<file path="config.mk">
export PLATFORM = sky130hd
export DESIGN_NAME = dmem_arbiter
export DESIGN_NICKNAME = d
export VERILOG_FILES = /design/src/rtl/dmem_arbiter.sv
export SDC_FILE = /design/constraint.sdc
export NUM_CORES = 1
export LEC_CHECK = 0
export CAP_MARGIN = 20
export CORE_MARGIN = 5
export CORE_UTILIZATION = 35
export DETAILED_ROUTE_END_ITERATION = 10
export PLACE_DENSITY_LB_ADDON = 0.2
export SLEW_MARGIN = 0
export SYNTH_ARGS = -nofsm -noshare
export SYNTH_HDL_FRONTEND = slang
export SYNTH_SLANG_ARGS = --single-unit
</file>
<file path="constraint.sdc">
create_clock -name CLK -period 1.8 [get_ports CLK]
set_clock_uncertainty 0.1 [all_clocks]
set_input_delay 0.36 -clock CLK [delete_from_list [all_inputs] [get_ports CLK]]
set_output_delay 0.36 -clock CLK [all_outputs]
set_load 0.1 [all_outputs]
</file>
<file path="src/rtl/dmem_arbiter.sv">
//----------------------------------------------------------------------------
// dmem_arbiter: two-port request/ack arbiter in front of a single-port data memory.
// Optional build macro: DMEM_ARB_FIXED_PRI_EN (fixed port-0 priority instead of round-robin)
// Revision: 1.0
//----------------------------------------------------------------------------
`default_nettype none
`timescale 1ns/1ps

module dmem_arbiter #(
    parameter int ADDR_W = 7,
    parameter int DATA_W = 32
) (
    input  logic              CLK,
    input  logic              RST_N,
    input  logic              req0,
    input  logic              we0,
    input  logic [ADDR_W-1:0] addr0,
    input  logic [DATA_W-1:0] wdata0,
    input  logic              req1,
    input  logic              we1,
    input  logic [ADDR_W-1:0] addr1,
    input  logic [DATA_W-1:0] wdata1,
    output logic              ack0,
    output logic              ack1,
    output logic [DATA_W-1:0] rdata0,
    output logic [DATA_W-1:0] rdata1,
    output logic              mem_we,
    output logic [ADDR_W-1:0] mem_addr,
    output logic [DATA_W-1:0] mem_wdata,
    input  logic [DATA_W-1:0] mem_rdata,
    output logic              busy,
    output logic              gnt_id
);

    localparam logic [1:0] ST_IDLE   = 2'd0;
    localparam logic [1:0] ST_ACCESS = 2'd1;
    localparam logic [1:0] ST_RESP   = 2'd2;

    logic [1:0]        state;
    logic [1:0]        state_nxt;
    logic              op_we;
    logic [ADDR_W-1:0] op_addr;
    logic [DATA_W-1:0] op_wdata;
    logic              cand0;
    logic              cand1;
    logic              grant_valid;
    logic              grant_sel;
`ifndef DMEM_ARB_FIXED_PRI_EN
    logic              last_gnt;
`endif

    // In RESP the winner's req is still high, so it is masked out of the vote.
    always_comb begin
        cand0 = 1'b0;
        cand1 = 1'b0;
        if (state == ST_IDLE) begin
            cand0 = req0;
            cand1 = req1;
        end else if (state == ST_RESP) begin
            cand0 = req0 && gnt_id;
`ifdef DMEM_ARB_FIXED_PRI_EN
            cand1 = 1'b0;
`else
            cand1 = req1 && !gnt_id;
`endif
        end
        grant_valid = cand0 || cand1;
`ifdef DMEM_ARB_FIXED_PRI_EN
        grant_sel = !cand0;
`else
        grant_sel = (cand0 && cand1) ? !last_gnt : cand1;
`endif
    end

    always_comb begin
        state_nxt = ST_IDLE;
        case (state)
            ST_IDLE:   state_nxt = grant_valid ? ST_ACCESS : ST_IDLE;
            ST_ACCESS: state_nxt = ST_RESP;
            ST_RESP:   state_nxt = grant_valid ? ST_ACCESS : ST_IDLE;
            default:   state_nxt = ST_IDLE;
        endcase
    end

    always_ff @(posedge CLK or negedge RST_N) begin
        if (!RST_N) begin
            state    <= ST_IDLE;
            gnt_id   <= 1'b0;
            op_we    <= 1'b0;
            op_addr  <= '0;
            op_wdata <= '0;
            rdata0   <= '0;
            rdata1   <= '0;
`ifndef DMEM_ARB_FIXED_PRI_EN
            last_gnt <= 1'b1;
`endif
        end else begin
            state <= state_nxt;
            if (grant_valid) begin
                gnt_id   <= grant_sel;
                op_we    <= grant_sel ? we1    : we0;
                op_addr  <= grant_sel ? addr1  : addr0;
                op_wdata <= grant_sel ? wdata1 : wdata0;
            end
            if (state == ST_ACCESS && !op_we) begin
                if (gnt_id) rdata1 <= mem_rdata;
                else        rdata0 <= mem_rdata;
            end
`ifndef DMEM_ARB_FIXED_PRI_EN
            if (state == ST_RESP) last_gnt <= gnt_id;
`endif
        end
    end

    assign mem_we    = (state == ST_ACCESS) && op_we;
    assign mem_addr  = op_addr;
    assign mem_wdata = op_wdata;
    assign busy      = (state != ST_IDLE);
    assign ack0      = (state == ST_RESP) && !gnt_id;
    assign ack1      = (state == ST_RESP) &&  gnt_id;

endmodule

`default_nettype wire

</file>
==> results.cfg <==
[floorplanning]
fp.dieArea_mm2 = 0.0160
die_y_um = 126
core.rowCount = 42
io_pins = 224
start_util_pct = 35.8
core_mm2 = 0.0132
die-width_um = 126

[flow_run]
cap_violations = 0

[route]
wl_met3_um = 1340
drt-total-wl_um = 15600
vias_per_cell = 5.17
drc_errors = 0
wire_per_inst_um = 19.4
antenna_left = 0
wl_met2_um = 7670
first_pass_iters = 5
wl_met1_um = 6220
top_layer = met4
vias = 4155
drt_iter0_markers = 227

[yosys]
ys_top_cells_by_area = dfrtp_1 57%, mux2_1 14%, a221o_1 8.5%, o22ai_1 5.3%, nand2_1 3.3%
syn-cell-area_mm2 = 0.00474
syn_area_per_cell_um2 = 12.4
ys_warn_count = 0
yosys_register_bits = 108
syn_nets = 498
yosysTopAreaCellShare_pct = 56.5
yosysUniqueCellTypes = 28
ys_seq_area_share_pct = 57.1
synthCells = 382
synth_top_cell_by_area = dfrtp_1

[global_routing]
grt_usage_pct = 18.8
antenna_found_initial = 0
grt_max_degree = 42
grt-ovfl-total = 0
grt_pass1_vias = 4392
grt_pass1_wl_um = 24200

[critical_path]
critPathKind = flip-flop to flip-flop
r2r_start = state[1]
cp_num_buf_inv = 3
cp.depth = 6
critPathCaptureType = flip-flop
r2r_slack_ns = -0.04
reg2reg_depth = 6
slowest_delay_ns = 0.50
cp_common_cell = buf_6
critPathSlowestCell = nor3_4
startpoint_type = flip-flop
worstPathCellList = buf_6 -> buf_6 -> nor3b_4 -> nor3_4 -> buf_4 -> a221o_1
r2r-end = mem_addr[3]
crit_path_max_fanout = 8
worstPathArrival_ns = 2.02
cp.required_ns = 1.98
crit_family = simple AND/OR/NAND/NOR gates

[cells_and_area]
ff_latch_area_mm2 = 0.00271
drive_above_1_share_pct = 29.0
layout_common_cells = 114 x buf_12, 112 x clkdlybuf4s50_1, 105 x dfrtp_1, 59 x mux2_1, 41 x inv_1
fill_cells = 973
final_common_cell = buf_12
layout.nets = 738
num_antenna_cells = 0
multiInputGateArea_mm2 = 0.00182
area_delta_synth_final_pct = 88.4
post-route-cell-area_mm2 = 0.00893

[cts]
clockBufferDepth = 2
ctsRootBufferMaster = clkbuf_16
cts.htree.levels = 3
tritoncts = built
numCtsBuffers = 9
cts.clk_slew.worst_paths_ns = 0.08
clk_latency_ns = 0.34
cts_sinks = 108

[timing]
worst_pin_slew_ns = 0.551
whs_ns = 0.449
maxSlewHeadroom_pct = 63.1
hold_viol_final = 0
fin_ws_ns = -0.0430
rsz0062_at_grt = true
period_minus_slack_ns = 1.84
fmax_mhz = 543
fin_crit_sh_pct = 102
maxSlewViolCount = 0
setup_viol = 45

[placement]
io_buffer_count = 223
dp_hpwl_um = 10900
dpl_cell_area_mm2 = 0.00830
pre_cts_slack_ns = -0.254
gp_congestion = 0.784

[run_status]
status = finished, violations left
failed_checks = setup timing

[min_path]
hold_class = input pin to asynchronous set/reset pin
-- final cells by class --
type	count	area share (%)
Timing Repair Buffer	254	41.4
Sequential cell	108	30.3
Multi-Input combinational cell	207	20.4
Clock buffer	10	2.68
Tap cell	176	2.47
Inverter	42	1.79
Clock inverter	6	0.883
-- cell families after synthesis --
group	synth area share [%]
DFF	57.1
buffers and inverters	7.40
muxes	15.5
AOI/OAI and AO/OA	14.9
and+or+nand+nor	5.10
-- worst max-delay path by stage --
stage	to	slack, ns	start
after floorplan	mem_we	-0.11	state[1]
after global placement	op_we	-0.22	req1
after detailed placement	mem_wdata[1]	-0.25	req0
after CTS	mem_we	-0.03	state[1]
final	mem_addr[3]	-0.04	state[1]
after global routing	mem_addr[3]	-0.07	state[1]
-- registers in the layout, indices dropped and copies added (netlist names) --
name / cells
mem_addr: 7
rdata1: 32
rdata0: 32
mem_wdata: 32
op_we: 1
state: 2
last_gnt: 1
gnt_id: 1
-- layer usage --
layer  GRT usage, %  vias to the layer above
met2           31.5                      242
li1               -                     1868
met5              0                        -
met1           23.6                     2018
met4           5.93                        0
met3           5.42                       27
-- stage by stage --
| step | cells | TNS [ns] | utilization (%) |
|---|---|---|---|
| floorplan | 382 | -0.112 | - |
| global placement | 768 | -7.91 | 62.7 |
| detailed placement | 768 | -8.93 | 62.7 |
| CTS | 796 | -0.547 | 66.4 |
| global route | 803 | -3.96 | 67.4 |
| finish | 803 | -0.849 | 67.4 |
-- cell usage after synthesis (all sizes together) --
| cell | number |
|---|---|
| a21o | 2 |
| clkbuf | 9 |
| o21ba | 1 |
| nand2 | 42 |
| a221o | 40 |
| o211a | 1 |
| and3 | 2 |
| nor3b | 1 |
| dfstp | 1 |
| nor2 | 1 |
| mux2 | 65 |
| o22ai | 40 |
| a21oi | 1 |
| nand2b | 1 |
| o21a | 1 |
| nor4 | 1 |
| nor3 | 2 |
| buf | 20 |
| inv | 42 |
| dfrtp | 107 |
| nor2b | 2 |
-- timing repair --
action                     CTS  global route
gates resized for setup     15            10
hold buffers                 1             0
hold endpoints to repair    27             0
setup endpoints to repair   44            76
buffers inserted             8             4
cloned                       3             3
pin swaps                    3            10
Power is not shown: default switching activity piles up to over one toggle a cycle in this logic, so the estimate is an artifact.
